===== config.mk =====
export PLATFORM = sky130hd
export DESIGN_NAME = mem_stage
export DESIGN_NICKNAME = d
export VERILOG_FILES = /design/src/rtl/mem_stage.sv
export SDC_FILE = /design/constraint.sdc
export NUM_CORES = 1
export LEC_CHECK = 0
export CORE_ASPECT_RATIO = 0.9
export CORE_MARGIN = 2
export CORE_UTILIZATION = 30
export DETAILED_ROUTE_END_ITERATION = 16
export HOLD_SLACK_MARGIN = 0.12
export PLACE_DENSITY = 0.64
export SLEW_MARGIN = 0
export SYNTH_ARGS = -nofsm -noshare
export SYNTH_HDL_FRONTEND = slang
export SYNTH_SLANG_ARGS = --single-unit

===== constraint.sdc =====
create_clock -name clk -period 7.9 [get_ports clk]
set_clock_uncertainty 0.1 [all_clocks]
set_input_delay 1.185 -clock clk [delete_from_list [all_inputs] [get_ports clk]]
set_output_delay 1.185 -clock clk [all_outputs]
set_load 0.02 [all_outputs]

===== src/rtl/mem_stage.sv =====
// MEM stage of the five-stage LoongArch pipeline: holds the EX payload, waits for the
// data-SRAM response, aligns load data and feeds WB, the ID bypass network and flush recovery.
module mem_stage #(
    parameter int ZIP_EX_W = 110,
    parameter int EXC_W    = 82
) (
    input  logic                clk,
    input  logic                rst,
    input  logic [ZIP_EX_W-1:0] EX_to_MEM_zip,
    input  logic [EXC_W-1:0]    EX_except_zip,
    input  logic                WB_allowin,
    input  logic                wb_flush,
    input  logic                data_sram_data_ok,
    input  logic [31:0]         data_sram_rdata,
    output logic                MEM_allowin,
    output logic [102:0]        MEM_to_WB_zip,
    output logic [EXC_W-1:0]    MEM_except_zip,
    output logic [38:0]         MEM_fwd_zip
);

    // csr_re sits in the top bit of the exception/CSR bundle
    localparam int CSR_RE_BIT = EXC_W - 1;

    typedef enum logic [1:0] {
        S_IDLE  = 2'd0,
        S_WAIT  = 2'd1,
        S_HOLD  = 2'd2,
        S_DRAIN = 2'd3
    } state_t;

    // Unpacked EX payload
    logic        ex_valid;
    logic [31:0] ex_pc;
    logic [31:0] ex_ir;
    logic        ex_gr_we;
    logic [4:0]  ex_rf_waddr;
    logic [31:0] ex_alu_result;
    logic        ex_res_from_mem;
    logic        ex_mem_req;
    logic [4:0]  ex_load_op;

    assign {ex_valid, ex_pc, ex_ir, ex_gr_we, ex_rf_waddr, ex_alu_result,
            ex_res_from_mem, ex_mem_req, ex_load_op} = EX_to_MEM_zip;

    // Registered state
    state_t             state_reg;
    state_t             state_next;
    logic               valid_reg;
    logic               valid_next;
    logic [31:0]        pc_reg;
    logic [31:0]        ir_reg;
    logic               gr_we_reg;
    logic [4:0]         rf_waddr_reg;
    logic [31:0]        alu_result_reg;
    logic               res_from_mem_reg;
    logic               mem_req_reg;
    logic [4:0]         load_op_reg;
    logic [EXC_W-1:0]   except_reg;
    logic [31:0]        buf_reg;

    // Handshake
    logic ready_go;
    logic accept;
    logic buf_we;

    assign ready_go    = !mem_req_reg || data_sram_data_ok || (state_reg == S_HOLD);
    assign MEM_allowin = (state_reg != S_DRAIN) && (!valid_reg || (ready_go && WB_allowin));
    assign accept      = MEM_allowin && ex_valid && !wb_flush;

    // Next-state logic; a flush overrides every other transition
    always_comb begin
        state_next = state_reg;
        valid_next = valid_reg;
        buf_we     = 1'b0;
        if (wb_flush) begin
            valid_next = 1'b0;
            case (state_reg)
                S_WAIT:  state_next = data_sram_data_ok ? S_IDLE : S_DRAIN;
                S_HOLD:  state_next = S_IDLE;
                S_DRAIN: state_next = data_sram_data_ok ? S_IDLE : S_DRAIN;
                default: state_next = S_IDLE;
            endcase
        end else begin
            if (MEM_allowin) begin
                valid_next = ex_valid;
            end
            case (state_reg)
                S_IDLE: begin
                    if (accept && ex_mem_req) begin
                        state_next = S_WAIT;
                    end
                end
                S_WAIT: begin
                    if (data_sram_data_ok) begin
                        if (WB_allowin) begin
                            state_next = (accept && ex_mem_req) ? S_WAIT : S_IDLE;
                        end else begin
                            state_next = S_HOLD;
                            buf_we     = 1'b1;
                        end
                    end
                end
                S_HOLD: begin
                    if (WB_allowin) begin
                        state_next = (accept && ex_mem_req) ? S_WAIT : S_IDLE;
                    end
                end
                S_DRAIN: begin
                    if (data_sram_data_ok) begin
                        state_next = S_IDLE;
                    end
                end
                default: state_next = S_IDLE;
            endcase
        end
    end

    always_ff @(posedge clk or posedge rst) begin
        if (rst) begin
            state_reg <= S_IDLE;
            valid_reg <= 1'b0;
        end else begin
            state_reg <= state_next;
            valid_reg <= valid_next;
        end
    end

    always_ff @(posedge clk or posedge rst) begin
        if (rst) begin
            pc_reg           <= '0;
            ir_reg           <= '0;
            gr_we_reg        <= 1'b0;
            rf_waddr_reg     <= '0;
            alu_result_reg   <= '0;
            res_from_mem_reg <= 1'b0;
            mem_req_reg      <= 1'b0;
            load_op_reg      <= '0;
            except_reg       <= '0;
        end else if (accept) begin
            pc_reg           <= ex_pc;
            ir_reg           <= ex_ir;
            gr_we_reg        <= ex_gr_we;
            rf_waddr_reg     <= ex_rf_waddr;
            alu_result_reg   <= ex_alu_result;
            res_from_mem_reg <= ex_res_from_mem;
            mem_req_reg      <= ex_mem_req;
            load_op_reg      <= ex_load_op;
            except_reg       <= EX_except_zip;
        end
    end

    // Response buffer: keeps the word while WB is stalled
    always_ff @(posedge clk or posedge rst) begin
        if (rst) begin
            buf_reg <= '0;
        end else if (buf_we) begin
            buf_reg <= data_sram_rdata;
        end
    end

    // Load alignment
    logic [31:0] load_src;
    logic [7:0]  lane [4];
    logic [1:0]  off;
    logic [7:0]  byte_sel;
    logic [15:0] half_sel;
    logic [31:0] load_data;
    logic [31:0] rf_wdata;

    assign load_src = (state_reg == S_HOLD) ? buf_reg : data_sram_rdata;
    assign off      = alu_result_reg[1:0];

    generate
        for (genvar gi = 0; gi < 4; gi++) begin : g_lane
            assign lane[gi] = load_src[8*gi +: 8];
        end
    endgenerate

    assign byte_sel = lane[off];
    assign half_sel = off[1] ? load_src[31:16] : load_src[15:0];

    // load_op is one-hot {b, h, w, bu, hu}
    always_comb begin
        load_data = load_src;
        if (load_op_reg[4]) begin
            load_data = {{24{byte_sel[7]}}, byte_sel};
        end else if (load_op_reg[3]) begin
            load_data = {{16{half_sel[15]}}, half_sel};
        end else if (load_op_reg[2]) begin
            load_data = load_src;
        end else if (load_op_reg[1]) begin
            load_data = {24'd0, byte_sel};
        end else if (load_op_reg[0]) begin
            load_data = {16'd0, half_sel};
        end
    end

    assign rf_wdata = res_from_mem_reg ? load_data : alu_result_reg;

    // Outputs
    logic wb_valid;
    logic fwd_we;
    logic fwd_block;

    assign wb_valid  = valid_reg && ready_go && !wb_flush;
    assign fwd_we    = valid_reg && gr_we_reg;
    assign fwd_block = valid_reg && ((res_from_mem_reg && !ready_go) || except_reg[CSR_RE_BIT]);

    assign MEM_to_WB_zip  = {wb_valid, pc_reg, ir_reg, gr_we_reg, rf_waddr_reg, rf_wdata};
    assign MEM_except_zip = except_reg;
    assign MEM_fwd_zip    = {fwd_we, rf_waddr_reg, rf_wdata, fwd_block};

endmodule


==> results of run 1 <==
==> worst max-delay path, cell delays in order <==
cell and delay (ns):
clkdlybuf4s50_1 0.45, mux2i_1 0.16, mux2_2 0.30, nand2_1 0.08, a21oi_1 0.87, nor3_1 0.27
clkdlybuf4s50_1 0.62
==> synth_stat cells (6+ instances only) <==
cell type	count	area share (%)
mux2i_1	24	2.3
o21ai_0	14	0.68
mux2_1	18	2.0
clkbuf_1	13	0.47
mux4_2	7	1.5
buf_4	43	3.1
nor3_1	15	0.72
dfrtp_1	226	55
nor2_1	65	2.4
nand2_1	40	1.4
nand2b_1	10	0.60
a31oi_1	7	0.42
a21oi_1	16	0.77
inv_1	6	0.22
buf_2	24	1.2
mux2_2	211	23
a211oi_1	7	0.51
nor2b_1	7	0.42
==> how the worst max path moves through the flow <==
stage / cells past startpoint / slack, ns / from / end
2_1_floorplan: 1 / 0.42 / rst / MEM_except_zip[0]$_DFFE_PP0N_
3_3_place_gp: 7 / 2.81 / data_sram_rdata[31] / MEM_to_WB_zip[23]
4_1_cts: 6 / 2.65 / state_reg[0]$_DFFE_PP0P_ / MEM_fwd_zip[24]
6_report: 7 / 2.68 / data_sram_rdata[31] / MEM_fwd_zip[24]
5_1_grt: 6 / 2.43 / state_reg[0]$_DFFE_PP0P_ / MEM_to_WB_zip[23]
3_5_place_dp: 7 / 2.69 / data_sram_rdata[31] / MEM_fwd_zip[24]
==> area by class of cell <==
type	instances	area [sq um]	share of cell area, %
well taps	462	578	3.63
multi-input cells	484	4170	26.2
clock inverters	6	91.3	0.574
diodes	2	5.00	0.0314
repair buffers	458	4600	28.9
inverters	8	37.5	0.236
flip-flops and latches	226	5660	35.5
clock buffers	40	793	4.98
==> through the flow <==
stage	power, W	cells	setup slack, ns	cell area, sq um
finish	0.00429	1686	2.68	15900
global route	0.00450	1685	2.43	15900
CTS	0.00436	1684	2.65	15900
detailed placement	0.00308	1638	2.69	15000
global placement	0.00306	1638	2.81	15000
floorplan	0.00235	803	0.424	10400
==> metal layers <==
metal	share of wire, %	vias up	GRT usage, %
li1	-	3595	-
met1	37	3874	21.5
met2	51	340	34.5
met3	9.0	64	6.06
met4	3.3	2	5.72
met5	0.037	-	0
==> kinds of logic (layout without fill, tap and decap cells) <==
family          count (synthesis)  after routing  share of synthesized area (%)
mux                           260            260                           28.7
flops                         226            226                           54.6
other cells                     0              2                              0
simple gates                  150            150                           6.41
compound gates                 73             73                           4.84
fa+ha+maj                       1              1                         0.0966
buf+inv                        93            512                           5.36
==> power by group through the flow <==
stage          combinational [W]  sequential [W]  clock, W
3_3_place_gp             0.00155         0.00152         0
5_1_grt                  0.00164         0.00154   0.00133
3_5_place_dp             0.00156         0.00152         0
4_1_cts                  0.00156         0.00151   0.00129
2_1_floorplan           0.000688         0.00167         0
6_report                 0.00154         0.00151   0.00124
==> summary.txt, run 1 <==
Worst setup path
  – WS Path Type: in2out
  – Launch point of the worst reg-to-reg path: state_reg[1]$_DFFE_PP0P_
  – RR Endpoint: alu_result_reg[3]$_DFFE_PP0N_
  – Critical-path maximum fanout: 14
  – Reg2Reg Setup Slack: 5.49 ns
  – Req. time, crit path: 6.61 ns
  – R2R depth: 5
  – Worst Path Arrival: 3.94 ns
  – Startpoint types: input pin
  – Nature of the critical path endpoint: output port

Min path
  – Hold-critical path depth: 1
  – Min-delay worst type: reg2reg
  – Hold worst-path end: MEM_except_zip[20]$_DFFE_PP0N_
  – Startpoint of the worst hold path: MEM_except_zip[20]$_DFFE_PP0N_

Detailed routing
  – Via-to-Cell Ratio: 4.67
  – Drt drc: 0
  – DR iter-0 viols: 342
  – DR pass1 iterations: 4
  – Antenna viol nets, final: 0
  – Final WL: 35.0 mm
  – Per-cell routed wire length: 20.7 um
  – Via count: 7,875

Global route
  – Largest net degree at the start of global routing: 173
  – GRT Total Usage: 19.2%
  – Vias in the first global route: 8,289
  – Remaining Overflow, GRT: 0
  – First-pass GRT wire length: 52.1 mm
  – Initial antenna violation count: 4

STA
  – RSZ-0062 raised after global routing: false
  – Fin crit share: 66.1%
  – Pins Over Slew Limit: 0
  – Hold Vio Cnt, Final: 0
  – Setup TNS: 0 ns
  – Fmax: 191 MHz
  – # setup viols final: 0
  – Worst Tran Pin Value: 1.13 ns
  – Rel. slew slack: 25.0%
  – Worst hold margin: 0.389 ns
  – Post-layout min period: 5.22 ns

Synth
  – Count of different cell masters after synthesis: 47
  – Number of synthesis warnings: 0
  – Primary FF master, synth: dfrtp_1
  – Mean post-synth cell area: 12.9 sq um
  – Post-synthesis sequential area ratio: 54.6%
  – Synth Instances: 803
  – EDFF count, synth: 0
  – Synthesis-stage register bit count: 226
  – Post-Syn Area: 10,400 sq um
  – Post-synth ARST share: 100%
  – Post-synthesis net count: 1,032

CTS
  – H-Tree Depth: 1
  – Clk slew on worst S/H paths: 0.06 ns
  – CTS resizes: 0
  – Clk sinks: 226
  – Hold Buf Count CTS: 0
  – Setup Buffers After CTS: 0
  – TritonCTS clock tree: done
  – Worst-Skew Late Latency: 0.53 ns
  – Cts bufs inserted: 26
  – CTS Buffer Depth: 3
  – Root Buffer: clkbuf_16

Floorplan
  – Die Height: 180 um
  – Full die area: 36,100 sq um
  – Initial core utilization: 30.5%
  – Core Region: 34,000 sq um
  – I/O pins: 454
  – Row count: 64
  – DIE WIDTH: 200 um

Finish
  – Fillers: 3,118
  – Final core occ: 46.8%
  – Fin nets: 1,433
  – Commonest cells after routing, fill and taps aside: clkdlybuf4s50_1, dfrtp_1, mux2_2
  – Largest register FFs: 82
  – Area Growth Syn to Fin: 53.7%
  – Commonest non-fill, non-tap cell in the layout: clkdlybuf4s50_1
  – Layout cells sized above 1: 22.4%

Power and ir drop
  – Pwr per Cell Area: 270 nW/um^2
  – Max VDD drop: 0.000181 V
  – Clock power frac: 29.0%
  – Logic gate share of total power: 36.0%
  – Sw Ratio: 32.3%
  – Pleak: 6.51 nW
  – Pint: 0.00291 W
  – P_sw: 0.00139 W
  – Flop pwr share: 35.1%

Run
  – Max Cap Viol: 0

Placed design
  – HPWL after DPL: 26.7 mm
  – # port buffers: 453
  – Final GP Congestion: 0.815

Status
  – Outcome: finished clean
No activity file was read; power rests on OpenSTA's default activity.
==> run 2, diff against run 1 <==
--- a/config.mk
+++ b/config.mk
@@ -10,7 +10,7 @@
 export CORE_UTILIZATION = 30
 export DETAILED_ROUTE_END_ITERATION = 16
 export HOLD_SLACK_MARGIN = 0.12
-export PLACE_DENSITY = 0.64
+export PLACE_DENSITY = 0.61
 export SLEW_MARGIN = 0
 export SYNTH_ARGS = -nofsm -noshare
 export SYNTH_HDL_FRONTEND = slang
==> constraint.sdc (replaced) <==
create_clock -name clk -period 5.2 [get_ports clk]
set_clock_uncertainty 0.1 [all_clocks]
set_input_delay 0.78 -clock clk [delete_from_list [all_inputs] [get_ports clk]]
set_output_delay 0.78 -clock clk [all_outputs]
set_load 0.02 [all_outputs]
==> summary.txt, run 2 (same netlist as run 1, synthesis figures left out) <==
Worst setup path
  – Largest stage delay, worst path: 0.70 ns
  – Worst Path Arrival: 3.68 ns
  – Critical-path maximum fanout: 14
  – WS Path Type: reg2out
  – Reg2Reg Setup Slack: 2.76 ns
  – Nature of the critical path endpoint: output port
  – Crit path max-delay family: buffers and inverters
  – Startpoint types: flip-flop
  – CP max-delay cell: clkdlybuf4s50_1
  – Req. time, crit path: 4.32 ns
  – WP buf/inv: 2
  – CP Cell Sequence: nand2b_1 > buf_4 > mux2_2 > o21ai_2 > nor2_1 > nor3_1 > clkdlybuf4s50_1

CTS
  – Hold Buf Count CTS: 0
  – Cts bufs inserted: 28
  – Clk sinks: 226
  – TritonCTS clock tree: done
  – CTS resizes: 0
  – Worst-Skew Late Latency: 0.56 ns
  – H-Tree Depth: 1
  – Clk slew on worst S/H paths: 0.06 ns
  – CTS Buffer Depth: 3
  – Root Buffer: clkbuf_16
  – Setup Buffers After CTS: 0

STA
  – Post-layout min period: 4.56 ns
  – Worst hold margin: 0.392 ns
  – Fmax: 219 MHz
  – Setup ws final: 0.640 ns
  – Worst Tran Pin Value: 0.995 ns
  – Setup TNS: 0 ns
  – Fin crit share: 87.7%
  – # setup viols final: 0
  – Hold Vio Cnt, Final: 0
  – RSZ-0062 raised after global routing: false
  – Pins Over Slew Limit: 0
  – Rel. slew slack: 33.7%

Detailed routing
  – Via count: 8,012
  – Final WL: 36.8 mm
  – Per-cell routed wire length: 21.7 um
  – DR pass1 iterations: 4
  – Via-to-Cell Ratio: 4.72
  – DR iter-0 viols: 377
  – Drt drc: 0
  – Antenna viol nets, final: 0

Global route
  – Largest net degree at the start of global routing: 173
  – GRT met2 Usage: 37.9%
  – GRT Max-Usage Layer: met2
  – GRT Total Usage: 20.1%
  – Vias in the first global route: 8,470
  – Remaining Overflow, GRT: 0
  – Met1 Resource Use GR: 21.9%
  – First-pass GRT wire length: 54.3 mm
  – Initial antenna violation count: 7
  – Met3 Use GR: 6.51%

Power and ir drop
  – Logic gate share of total power: 36.4%
  – Pwr per Cell Area: 407 nW/um^2
  – Pleak: 6.52 nW
  – Max VDD drop: 0.000266 V
  – Flop pwr share: 35.4%
  – Sw Ratio: 33.4%
  – Total power: 0.00649 W
  – P_sw: 0.00217 W
  – Clock power frac: 28.2%
  – Pint: 0.00432 W

Finish
  – Area Growth Syn to Fin: 53.6%
  – Commonest cells after routing, fill and taps aside: clkdlybuf4s50_1, dfrtp_1, mux2_2
  – Fin nets: 1,442
  – Final instance area: 15,900 sq um
  – Layout cells sized above 1: 23.0%
  – Largest register FFs: 82
  – Fillers: 3,145
  – Commonest non-fill, non-tap cell in the layout: clkdlybuf4s50_1

Status
  – Outcome: finished clean

Placed design
  – Placed cell areas: 15,100 sq um
  – HPWL after DPL: 28.3 mm
  – # port buffers: 453
  – Final GP Congestion: 0.863
  – Post-place setup slack: 0.834 ns

Floorplan
  – DIE WIDTH: 200 um
  – Row count: 64
  – Initial core utilization: 30.5%
  – Die Height: 180 um
  – Core Region: 34,000 sq um
  – I/O pins: 454
  – Full die area: 36,100 sq um

Min path
  – Min-delay worst type: reg2reg

Run
  – Max Cap Viol: 0
-- run 2: cell types whose count changed in the layout (fill, tap and decap cells not counted), sizes merged --
cell,previous run,this run
clkbuf,40,38
clkinv,6,13
bufinv,2,0
diode,2,1
clkinvlp,0,2
inv,6,5
buf,5,12
-- run 2: through the flow --
stage | instances | utilization, %
after floorplan | 803 | -
after global placement | 1645 | 44.3
after detailed placement | 1645 | 44.3
after CTS | 1695 | 46.8
after global routing | 1695 | 46.8
final | 1696 | 46.8
-- run 2: power groups by stage --
stage                     logic [W]  registers (W)  clock network [W]
final                       0.00236        0.00229            0.00183
after global routing        0.00250        0.00234            0.00195
after CTS                   0.00239        0.00230            0.00189
after detailed placement    0.00239        0.00232                  0
after global placement      0.00237        0.00231                  0
after floorplan             0.00105        0.00253                  0
-- run 2: cell type report --
cell class,instances,area [sq um],share of cell area (%)
diodes,1,2.50,0.0157
clock buffers,38,778,4.89
clock inverters,12,73.8,0.464
inverters,8,33.8,0.212
multi-input cells,484,4160,26.1
flip-flops and latches,226,5660,35.5
well taps,462,578,3.63
repair buffers,465,4640,29.1
-- run 2: routing by layer --
metal	part of all wire [%]	wire length (um)	up-vias
met2	53	19700	337
met4	1.9	681	8
met1	36	13300	3996
li1	-	-	3618
met3	8.3	3050	53
met5	0.15	56	-
-- run 2: worst paths after layout --
| kind | to | cells past startpoint | start |
|---|---|---|---|
| min reg2reg | MEM_except_zip[0]$_DFFE_PP0N_ | 1 | MEM_except_zip[0]$_DFFE_PP0N_ |
| max | MEM_to_WB_zip[25] | 7 | state_reg[0]$_DFFE_PP0P_ |
| min | MEM_except_zip[0]$_DFFE_PP0N_ | 1 | MEM_except_zip[0]$_DFFE_PP0N_ |
| max in group asynchronous | alu_result_reg[18]$_DFFE_PP0N_ | 3 | rst |
| max reg2reg | alu_result_reg[21]$_DFFE_PP0N_ | 5 | state_reg[1]$_DFFE_PP0P_ |
| min in group asynchronous | ir_reg[24]$_DFFE_PP0N_ | 2 | rst |
